--- src/rtl/spsa_cost_unit_if.sv ---
// spsa_cost_unit_if: perceptron/network handshake inputs and cost/error outputs of the cost unit
interface spsa_cost_unit_if #(
    parameter int BITWIDTH = 18,
    parameter int CNT_W    = 16
);
    logic [BITWIDTH-1:0] netOut;
    logic                netOutReady;
    logic                label;
    logic                trainingReady;
    logic [BITWIDTH-1:0] costFunc;
    logic                newCostFunc;
    logic                roundOut;
    logic [CNT_W-1:0]    errCount;
    logic                errValid;
    logic                busy;

    modport master (
        output netOut, netOutReady, label, trainingReady,
        input  costFunc, newCostFunc, roundOut, errCount, errValid, busy
    );

    modport slave (
        input  netOut, netOutReady, label, trainingReady,
        output costFunc, newCostFunc, roundOut, errCount, errValid, busy
    );
endinterface

--- src/rtl/spsa_cost_unit.sv ---
// spsa_cost_unit: sigmoid + squared-error cost difference for SPSA training, with windowed misclassification count
module spsa_cost_unit #(
    parameter int QN       = 6,
    parameter int QM       = 11,
    parameter int BITWIDTH = QN + QM + 1,
    parameter int SCALE_SH = 5,
    parameter int WINDOW   = 1000,
    parameter int CNT_W    = 16
) (
    input logic clock_i,
    input logic reset_ni,
    spsa_cost_unit_if.slave bus
);
    localparam int SW = QM + 1;
    localparam int DW = QM + 2 + SCALE_SH;
    localparam int WW = (DW > BITWIDTH ? DW : BITWIDTH) + 1;
    localparam logic [SW-1:0] ONE = SW'(1) << QM;
    localparam logic [SW-1:0] HALF = SW'(1) << (QM - 1);
    localparam logic [SW-1:0] C_HI = SW'(27) << (QM - 5);
    localparam logic [SW-1:0] C_MID = SW'(5) << (QM - 3);
    localparam logic [BITWIDTH-1:0] XMIN = BITWIDTH'(1) << (BITWIDTH - 1);
    localparam logic [BITWIDTH-1:0] T_HI = BITWIDTH'(5) << QM;
    localparam logic [BITWIDTH-1:0] T_MID = BITWIDTH'(19) << (QM - 3);
    localparam logic [BITWIDTH-1:0] T_LO = BITWIDTH'(1) << QM;
    localparam logic signed [WW-1:0] DMAX = WW'((64'sd1 <<< (BITWIDTH - 1)) - 64'sd1);
    localparam logic signed [WW-1:0] DMIN = ~DMAX;

    typedef enum logic [2:0] {IDLE, SIG_N, SQ_N, WAIT_P, SIG_P, SQ_P, EMIT, WAIT_T} state_t;

    state_t state_q, state_d;
    logic nrdy_q, trdy_q, label_q, new_q, round_q, errv_q;
    logic [BITWIDTH-1:0] x_q, cost_q, a, cost_d;
    logic [SW-1:0] s_q, j_q, jp_q, s_abs, s_d, e_abs, j_d;
    logic [2*SW-1:0] e_sq;
    logic signed [WW-1:0] d_full;
    logic [CNT_W-1:0] acc_q, win_q, err_q, win_n, acc_n;
    logic n_rise, t_rise, miss;

    // Rise detection, piecewise-linear sigmoid, squared error and saturated scaled cost difference
    always_comb begin
        n_rise = bus.netOutReady & ~nrdy_q;
        t_rise = bus.trainingReady & ~trdy_q;
        a = x_q[BITWIDTH-1] ? (x_q == XMIN ? ~XMIN : -x_q) : x_q;
        s_abs = a >= T_HI ? ONE : a >= T_MID ? SW'(a >> 5) + C_HI : a >= T_LO ? SW'(a >> 3) + C_MID : SW'(a >> 2) + HALF;
        s_d = x_q[BITWIDTH-1] ? ONE - s_abs : s_abs;
        e_abs = label_q ? ONE - s_q : s_q;
        e_sq = e_abs * e_abs;
        j_d = SW'(e_sq >> QM);
        d_full = (WW'(jp_q) - WW'(j_q)) <<< SCALE_SH;
        cost_d = d_full > DMAX ? DMAX[BITWIDTH-1:0] : d_full < DMIN ? DMIN[BITWIDTH-1:0] : d_full[BITWIDTH-1:0];
        miss = (s_q >= HALF) != label_q;
        win_n = win_q + CNT_W'(1);
        acc_n = acc_q + CNT_W'(miss);
    end

    // Sequencing: nominal pass, perturbed pass, emit, then wait for the network
    always_comb begin
        state_d = state_q;
        case (state_q)
            IDLE:    state_d = n_rise ? SIG_N : IDLE;
            SIG_N:   state_d = SQ_N;
            SQ_N:    state_d = WAIT_P;
            WAIT_P:  state_d = n_rise ? SIG_P : WAIT_P;
            SIG_P:   state_d = SQ_P;
            SQ_P:    state_d = EMIT;
            EMIT:    state_d = WAIT_T;
            WAIT_T:  state_d = t_rise ? IDLE : WAIT_T;
            default: state_d = IDLE;
        endcase
    end

    // State register
    always_ff @(posedge clock_i or negedge reset_ni) begin
        if (!reset_ni) state_q <= IDLE;
        else state_q <= state_d;
    end

    // Datapath: captures, pipeline registers, strobes and the error window
    always_ff @(posedge clock_i or negedge reset_ni) begin
        if (!reset_ni) begin
            nrdy_q  <= 1'b0;
            trdy_q  <= 1'b0;
            label_q <= 1'b0;
            new_q   <= 1'b0;
            round_q <= 1'b0;
            errv_q  <= 1'b0;
            x_q     <= '0;
            cost_q  <= '0;
            s_q     <= '0;
            j_q     <= '0;
            jp_q    <= '0;
            acc_q   <= '0;
            win_q   <= '0;
            err_q   <= '0;
        end else begin
            nrdy_q <= bus.netOutReady;
            trdy_q <= bus.trainingReady;
            new_q  <= 1'b0;
            errv_q <= 1'b0;
            if ((state_q == IDLE || state_q == WAIT_P) && n_rise) x_q <= bus.netOut;
            if (state_q == IDLE && n_rise) label_q <= bus.label;
            if (state_q == SIG_N || state_q == SIG_P) s_q <= s_d;
            if (state_q == SQ_N) begin
                j_q     <= j_d;
                round_q <= s_q >= HALF;
                if (win_n == CNT_W'(WINDOW)) begin
                    err_q  <= acc_n;
                    errv_q <= 1'b1;
                    acc_q  <= '0;
                    win_q  <= '0;
                end else begin
                    acc_q <= acc_n;
                    win_q <= win_n;
                end
            end
            if (state_q == SQ_P) jp_q <= j_d;
            if (state_q == EMIT) begin
                cost_q <= cost_d;
                new_q  <= 1'b1;
            end
        end
    end

    assign bus.costFunc    = cost_q;
    assign bus.newCostFunc = new_q;
    assign bus.roundOut    = round_q;
    assign bus.errCount    = err_q;
    assign bus.errValid    = errv_q;
    assign bus.busy        = state_q != IDLE;
endmodule
--- src/flat_wrapper.sv ---
// flat-port wrapper written by rule: the top's interface ports become plain ports
module spsa_cost_unit_flat 
#(
    parameter int QN       = 6,
    parameter int QM       = 11,
    parameter int BITWIDTH = QN + QM + 1,
    parameter int SCALE_SH = 5,
    parameter int WINDOW   = 1000,
    parameter int CNT_W    = 16
)
  (clock_i, reset_ni, bus_netOut, bus_netOutReady, bus_label, bus_trainingReady, bus_costFunc, bus_newCostFunc, bus_roundOut, bus_errCount, bus_errValid, bus_busy);
  spsa_cost_unit_if #(.BITWIDTH(BITWIDTH), .CNT_W(CNT_W)) bus_i ();
  input logic clock_i;
  input logic reset_ni;
  input wire logic [$bits(bus_i.netOut)-1:0] bus_netOut;
  input wire logic [$bits(bus_i.netOutReady)-1:0] bus_netOutReady;
  input wire logic [$bits(bus_i.label)-1:0] bus_label;
  input wire logic [$bits(bus_i.trainingReady)-1:0] bus_trainingReady;
  output wire logic [$bits(bus_i.costFunc)-1:0] bus_costFunc;
  output wire logic [$bits(bus_i.newCostFunc)-1:0] bus_newCostFunc;
  output wire logic [$bits(bus_i.roundOut)-1:0] bus_roundOut;
  output wire logic [$bits(bus_i.errCount)-1:0] bus_errCount;
  output wire logic [$bits(bus_i.errValid)-1:0] bus_errValid;
  output wire logic [$bits(bus_i.busy)-1:0] bus_busy;
  assign bus_i.netOut = bus_netOut;
  assign bus_i.netOutReady = bus_netOutReady;
  assign bus_i.label = bus_label;
  assign bus_i.trainingReady = bus_trainingReady;
  assign bus_costFunc = bus_i.costFunc;
  assign bus_newCostFunc = bus_i.newCostFunc;
  assign bus_roundOut = bus_i.roundOut;
  assign bus_errCount = bus_i.errCount;
  assign bus_errValid = bus_i.errValid;
  assign bus_busy = bus_i.busy;
  spsa_cost_unit #(.QN(QN), .QM(QM), .BITWIDTH(BITWIDTH), .SCALE_SH(SCALE_SH), .WINDOW(WINDOW), .CNT_W(CNT_W)) u_core (.clock_i(clock_i), .reset_ni(reset_ni), .bus(bus_i));
endmodule
--- config.mk ---
export PLATFORM = sky130hd
export DESIGN_NAME = spsa_cost_unit_flat
export DESIGN_NICKNAME = d
export VERILOG_FILES = /design/src/rtl/spsa_cost_unit_if.sv /design/src/rtl/spsa_cost_unit.sv /design/src/flat_wrapper.sv
export SDC_FILE = /design/constraint.sdc
export NUM_CORES = 1
export LEC_CHECK = 0
export BUFFER_PORTS_ARGS = -buffer_cell sky130_fd_sc_hd__buf_2
export CAP_MARGIN = 40
export CELL_PAD_IN_SITES_DETAIL_PLACEMENT = 1
export CELL_PAD_IN_SITES_GLOBAL_PLACEMENT = 1
export CORE_MARGIN = 2
export CORE_UTILIZATION = 49
export DETAILED_ROUTE_END_ITERATION = 8
export MAX_ROUTING_LAYER = met4
export PLACE_DENSITY_LB_ADDON = 0.1
export SETUP_SLACK_MARGIN = 0.4
export SLEW_MARGIN = 20
export SYNTH_ARGS = -nofsm -noshare
export SYNTH_HDL_FRONTEND = slang
export SYNTH_SLANG_ARGS = --single-unit
--- constraint.sdc ---
create_clock -name clock_i -period 9.9 [get_ports clock_i]
set_clock_uncertainty 0.2 [all_clocks]
set_input_delay 1.98 -clock clock_i [delete_from_list [all_inputs] [get_ports clock_i]]
set_output_delay 1.98 -clock clock_i [all_outputs]
set_load 0.01 [all_outputs]
==> impl_results.md, run 1 <==
* Ys Warns at 0
* Final ANT Viol Nets at 0
* Initial antenna violation count at 0
* Fillers at approximately 2,700
* Area contributors post-synth: dfrtp_1 27%, fa_1 14%, ha_1 8.5%
* Worst-path clk slew at about 0.07 ns
* Tmin final at roughly 7.7 ns
* Reg2Reg Capture Point: u_core.jp_q[10]$_DFFE_PN0N_
* Required time of the critical path at about 10 ns
* Post-synth top area cell: dfrtp_1
* CTS tree: built
* Die height at ~160 um
* Crit path kind: flop to flop
* Hold EP: u_core.bus.costFunc[10]$_DFFE_PN0P_
* DP HPWL at between 20 and 25 mm
* Post-synthesis simple-gate area fraction at 0.170
* Clock sink count at ~120
* RSZ-0062 raised after global routing: false
* Number of global-route vias before repair at 9,425
* Main combinational cell family by area after synthesis: adder cells
* Layout Nets at between 1,500 and 2,000
* CTS Hold Bufs at 0
* WL final at roughly 27 mm
* Worst Setup End Kind: flop
* H-tree Lvls at 4
* Root Buffer: clkbuf_16
* Cell area after synthesis at 0.0113 mm2
* WHS at about 0.27 ns
* Fmax at 129 MHz
* Slew @ Worst Pin at 0.823 ns
* Syn_area_per_cell at ~8.7 um2
* Slew Viols, Final at 0
* Area Overhead vs Synth at 9.98%
* Port buffer count at 55
* CP Max Fanout at 8
* Number of distinct library cells after synthesis at 79
* Reg2Reg Depth at 27
* Compound-cell area share of the yosys netlist at 0.148
* Die area at between 0.02 and 0.025 mm2
* Die W at between 150 and 200 um
* Vias/cell at 5.55
* Post-CTS Setup Repair Bufs at 0
* Core ar. at between 0.02 and 0.025 mm2
* Worst skew pair latency at ~0.43 ns
* Hold Path Origin: u_core.bus.costFunc[10]$_DFFE_PN0P_
* Largest net degree at the start of global routing at 66
* Post-synthesis mux area share at 0.0341
* Post-synthesis cell count at between 1,000 and 1,500
* PostCTS Resize Cnt at 0
* Final Hold Vio Count at 0
* Max_cap viols at 0
* Vias at around 9,100
* Final critical-path share of the clock period at 0.781
* Slew Limit Headroom at 0.451
* Status: finished clean
* Reg2reg setup slack at approximately 2.2 ns
* Hold Path Cell Cnt at 2
* Drc violations at 0
* Iter 0 DRT Violations at between 300 and 400
* Endpoints failing setup at 0
* Share of layout cells above drive strength 1 at 0.116
* All-Layer GR Usage at 0.242
* Main flop type after synthesis: dfrtp_1
* Xor/xnor share of the synthesized area at 0.0626
* Sequential area share after synthesis at 0.274
* Sum Neg Setup Slack at 0 ns
* EDFF count, synth at 0
* Hold Path Class: flop to flop
* Asr flop ratio synth at 1.00
* Initial core utilization at 0.500
* Synth Area in Adders at 0.227
* Diode count at 0
* Routed len/inst at around 17 um
* I/O pin count at 61
* Worst setup SP type: flop
* Worst reg2reg startpoint: u_core.s_q[0]$_DFFE_PN0P_
* Clk buf depth at 2
* Top post-synthesis cells by count: 181 x inv_1, 146 x nand2_1, 124 x dfrtp_1, 107 x nor2_1, 98 x o21ai_0
* Most frequent cell after synthesis: inv_1
* DR pass1 iterations at 4
* Crit path arrival time at between 7 and 8 ns
* First-pass GRT wire length at roughly 46 mm
* Post-synth top area share at 0.274
* GRT Residual Overflow at 0
* RD Place Congestion at just over 0.9
* TritonCTS buffer count at 17
* #FFs+latches synth at around 120
* Std cell rows at 55
## cell families after synthesis
logic type	after synthesis
AND/OR/NAND/NOR	408
AO/OA/AOI/OAI	257
buffers and inverters	239
adder cells (fa/ha/maj)	157
flip-flops	124
XOR/XNOR	80
multiplexers	35
other	1
## critical path: stages (launching register included)
cell	delay (ns)
dfrtp_1	0.49
inv_1	0.19
ha_1	0.30
nand2b_1	0.17
xnor2_1	0.58
inv_1	0.28
nor2_1	0.22
inv_1	0.09
fa_1	0.53
inv_1	0.06
fa_1	0.54
inv_1	0.06
fa_1	0.52
inv_1	0.05
fa_1	0.52
inv_1	0.06
fa_1	0.53
inv_1	0.04
ha_1	0.21
or2_2	0.30
a2111oi_0	0.45
buf_4	0.20
a211oi_1	0.10
o21ai_0	0.27
nand2b_1	0.13
a21oi_1	0.19
xor2_1	0.21
o21ai_0	0.10
## cell type report
type                            count  area (um2)  share of cell area
Clock buffer                       18         429              0.0345
Timing Repair Buffer               68         417              0.0335
Multi-Input combinational cell    942        7290               0.586
Tap cell                          285         357              0.0287
Sequential cell                   124        3100               0.249
Clock inverter                     14         160              0.0129
Inverter                          182         686              0.0551
## cell usage in the layout (no fill, tap or decap), types with 19 or more instances in the layout
cell type / Yosys / layout
inv_1: 181 / 181
o31ai_1: 19 / 19
and3_1: 22 / 22
nand3_1: 25 / 25
xor2_1: 28 / 28
a21oi_1: 58 / 58
nor3_1: 26 / 25
dfrtp_1: 124 / 124
fa_1: 80 / 80
mux2_2: 24 / 24
o21ai_0: 98 / 98
xnor2_1: 51 / 51
buf_2: 4 / 55
ha_1: 77 / 77
nand2_1: 146 / 146
nor2_1: 107 / 106
## metrics by stage
stage	instances	cell area, um2	util	setup WS, ns
finish	1633	12400	0.549	2.17
floorplan	1305	11300	-	2.76
global placement	1595	11800	0.520	2.35
detailed placement	1598	11800	0.521	2.12
CTS	1630	12400	0.547	2.10
global route	1633	12400	0.549	1.60
## flip-flops by register name, indices dropped and copies added, names as in the netlist
| signal | count |
|---|---|
| u_core.nrdy_q | 1 |
| u_core.x_q | 18 |
| u_core.bus.errValid | 1 |
| u_core.acc_q | 16 |
| u_core.bus.newCostFunc | 1 |
| u_core.trdy_q | 1 |
| u_core.state_q | 3 |
| u_core.bus.errCount | 16 |
| u_core.bus.costFunc | 13 |
| u_core.win_q | 16 |
| u_core.j_q | 12 |
| u_core.label_q | 1 |
| u_core.jp_q | 12 |
| u_core.bus.roundOut | 1 |
| u_core.s_q | 12 |
## routing by layer
layer  vias to the layer above  GRT usage  part of all wire  wire, um
li1                       4402          -                 -         -
met1                      4521      0.317              0.48     13000
met2                       101      0.406              0.49     13200
met3                        33     0.0289             0.022       587
met4                         0     0.0555             0.013       350
met5                         -          -                 0         0
## worst max-delay path by stage
stage / from / endpoint / slack, ns / cells past startpoint
2_1_floorplan: u_core.s_q[2]$_DFFE_PN0P_ / u_core.j_q[10]$_DFFE_PN0P_ / 2.76 / 26
3_3_place_gp: u_core.s_q[2]$_DFFE_PN0P_ / u_core.jp_q[10]$_DFFE_PN0N_ / 2.35 / 26
3_5_place_dp: u_core.s_q[2]$_DFFE_PN0P_ / u_core.jp_q[10]$_DFFE_PN0N_ / 2.12 / 26
4_1_cts: u_core.s_q[2]$_DFFE_PN0P_ / u_core.jp_q[10]$_DFFE_PN0N_ / 2.10 / 26
5_1_grt: u_core.s_q[2]$_DFFE_PN0P_ / u_core.jp_q[10]$_DFFE_PN0N_ / 1.60 / 26
6_report: u_core.s_q[0]$_DFFE_PN0P_ / u_core.jp_q[10]$_DFFE_PN0N_ / 2.17 / 27
Power of run 1 is left out: the tool's default activity adds up to more than one toggle a clock period on the data nets, which glitch-free logic cannot reach.
==> inputs of run 2 (changes only) <==
ABC_AREA = 1   (was not set)
CORE_UTILIZATION = 42   (was 49)
clock period = 6.19 ns   (was 9.9 ns; I/O delays follow)
==> run 2 against run 1 <==
The flow now finishes with violations (setup timing). Worst hold slack got worse by 0.0031 ns. Setup slack got worse by 2.3 ns. Global-route usage fell by 1.4 points. Die area rose by 17%. Routed wire length increased by 9.4%. Final cell count rose by 21%. Via count increased by 9.7%. Register-to-register slack got worse by 2.3 ns. Sequential share of layout area down 1.9 points. Clock-buffer cell count shrank 1. Maximum frequency rose by 23%. Critical endpoint is now u_core.j_q[11]$_DFFE_PN0P_.
==> impl_results.md, run 2 <==
* Crit path kind: flop to flop
* WL final at 29.7 mm (+9.4%)
* Slew Viols, Final at 0 (unchanged)
* Vias/cell at 5.02 (-9.6%)
* Number of global-route vias before repair at 10,800 (+15%)
* CTS tree: built
* Crit path from: u_core.s_q[3]$_DFFE_PN0P_
* Layout Nets at 1,805 (+19%)
* Worst Setup End Kind: flop
* Worst-path clk slew at 0.07 ns (about the same)
* Drc violations at 0 (unchanged)
* GRT Residual Overflow at 0 (unchanged)
* Hold Path Origin: u_core.bus.errCount[9]$_DFFE_PN0P_
* H-tree Lvls at 4 (unchanged)
* Slew Limit Headroom at 0.502 (+0.0506)
* Initial core utilization at 0.426 (-0.0739)
* Port buffer count at 55 (unchanged)
* Worst skew pair latency at 0.42 ns (about the same)
* CP Max Fanout at 4 (-4)
* Fmax at 159 MHz (+23%)
* RD Place Congestion at 0.846 (-7.0%)
* DR pass1 iterations at 4 (unchanged)
* Number of distinct library cells after synthesis at 49 (-38%)
* Status: complete, but fails checks
* Final critical-path share of the clock period at 1.02 (+0.238)
* Post-Route Utilization at 0.503 (-0.0464)
* All-Layer GR Usage at 0.228 (-0.0142)
* Clock sink count at 124 (unchanged)
* Smallest setup slack after layout at -0.115 ns (-2.29 ns)
* Largest net degree at the start of global routing at 60 (-9.1%)
* Area Overhead vs Synth at 18.2%
* Clk buf depth at 2 (unchanged)
* Post-synth top area share at 0.272 (-0.00235)
* Max_cap viols at 0 (unchanged)
* First-pass GRT wire length at 51.6 mm (+11%)
* Slew @ Worst Pin at 0.745 ns (-0.0779 ns)
* Hold Path Class: flop to flop
* Slowest CP cell: fa_2
* Final Hold Vio Count at 0 (unchanged)
* Syn_area_per_cell at 7.55 um2 (-13%)
* RSZ-0062 raised after global routing: true
* Iter 0 DRT Violations at 378 (+25%)
* Ys Warns at 0 (unchanged)
* DP HPWL at 23.2 mm (+12%)
* Top post-synthesis cells by count: 383 x nand2_1, 277 x inv_1, 124 x dfrtp_1, 105 x nand3_1, 105 x o21ai_0
* Die area at 0.0285 mm2 (+17%)
* Most common cell after layout, fill and taps aside: nand2_1
* Main flop type after synthesis: dfrtp_1
* Std cell rows at 60 (+9.1%)
* EDFF count, synth at 0 (unchanged)
* Crit path arrival time at 6.38 ns (-1.42 ns)
* Cell area after synthesis at 0.0114 mm2 (+0.86%)
* I/O pin count at 61 (unchanged)
* Root Buffer: clkbuf_16
* Core ar. at 0.0268 mm2 (+18%)
* Tmin final at 6.31 ns (-1.42 ns)
* Vias at 9,932 (+9.7%)
* Failing checks: setup timing
* Worst reg2reg startpoint: u_core.s_q[3]$_DFFE_PN0P_
* Die height at 169 um (+8.3%)
* TritonCTS buffer count at 17 (unchanged)
* Post-synth top area cell: dfrtp_1
* Post-synthesis cell count at 1,511 (+16%)
* #FFs+latches synth at 124 (unchanged)
* Sequential area share after synthesis at 0.272 (-0.00235)
* Worst setup SP type: flop
* Largest register FFs at 18 (unchanged)
* Most frequent cell after synthesis: nand2_1
* Die W at 169 um (+8.3%)
* Most frequent cells in the layout: 372 x nand2_1, 260 x inv_1, 123 x dfrtp_1
* Final ANT Viol Nets at 0 (unchanged)
* Area contributors post-synth: dfrtp_1 27%, fa_1 14%, nand2_1 13%
* Asr flop ratio synth at 1.00 (unchanged)
* Share of layout cells above drive strength 1 at 0.184 (+0.0673)
* Endpoints failing setup at 6 (+6)
* Routed len/inst at 15.0 um (-9.8%)
* Required time of the critical path at 6.27 ns (-3.70 ns)
* Biggest register: u_core.x_q
* Slowest stage delay, CP at 0.53 ns (-0.05 ns)
* Initial antenna violation count at 0 (unchanged)
-- run 2: changes by cell type in the layout (fill, tap and decap cells not counted), sizes merged, moves of 22 or more --
| cell | before | now |
|---|---|---|
| and3 | 22 | 0 |
| inv | 187 | 296 |
| buf | 68 | 129 |
| mux2 | 25 | 0 |
| nand2 | 148 | 399 |
| xnor2 | 51 | 11 |
| nand3 | 25 | 120 |
-- run 2: final timing paths --
path	endpoint	depth (start not counted)	slack (ns)
min in group asynchronous	u_core.bus.costFunc[7]$_DFFE_PN0P_	1	0.52
min reg2reg	u_core.bus.errCount[9]$_DFFE_PN0P_	2	0.27
max	u_core.j_q[11]$_DFFE_PN0P_	32	-0.12
max reg2reg	u_core.j_q[11]$_DFFE_PN0P_	32	-0.12
max in group asynchronous	u_core.s_q[4]$_DFFE_PN0P_	3	4.35
min	u_core.bus.errCount[9]$_DFFE_PN0P_	2	0.27
-- run 2: what timing repair did --
action | 4_1_cts | 5_1_grt
resized for setup | 37 | 46
endpoints found under the setup margin | 24 | 24
hold buffers | 0 | 0
pin swaps | 23 | 24
setup buffers | 9 | 8
-- run 2: final cells by class --
cell class | instances | area (um2)
sequential | 124 | 3100
clock buffer | 17 | 425
antenna | 1 | 2.50
inverter | 288 | 1090
fill | 3379 | 13300
timing repair buffer | 129 | 885
clock inverter | 15 | 148
multi-input combinational | 1065 | 7400
tap | 341 | 427
-- run 2: logic make-up after synthesis --
logic type,Yosys count,synth area share
other cells,1,0.000329
buf+inv,326,0.114
compound gates,173,0.0817
xor+xnor,52,0.0399
fa+ha+maj,157,0.225
simple gates,678,0.268
flops,124,0.272
-- run 2: critical path, delay by kind of cell (launching register included) --
kind	cells	cell delay [ns]
simple gates	13	1.92
compound gates	4	0.50
buf+inv	9	0.45
flops	1	0.41
fa+ha+maj	6	2.68
-- run 2: per-layer routing --
| metal | track usage | vias to the layer above | share of wire |
|---|---|---|---|
| met5 | - | - | 0 |
| met4 | 0.0427 | 0 | 0.015 |
| met3 | 0.0302 | 32 | 0.021 |
| met2 | 0.412 | 109 | 0.52 |
| met1 | 0.275 | 4857 | 0.44 |
| li1 | - | 4934 | - |
-- run 2: stage by stage --
stage	cells	setup WS (ns)	hold slack (ns)	area [um2]	TNS (ns)
2_1_floorplan	1515	0.0149	0.253	11500	0
3_3_place_gp	1928	-0.180	0.252	12500	-0.350
3_5_place_dp	1930	-0.385	0.255	12500	-2.06
4_1_cts	1971	-0.0714	0.274	13300	-0.121
5_1_grt	1979	-0.428	0.302	13500	-4.76
6_report	1980	-0.115	0.267	13500	-0.361
Power of run 2 is left out for the same reason.
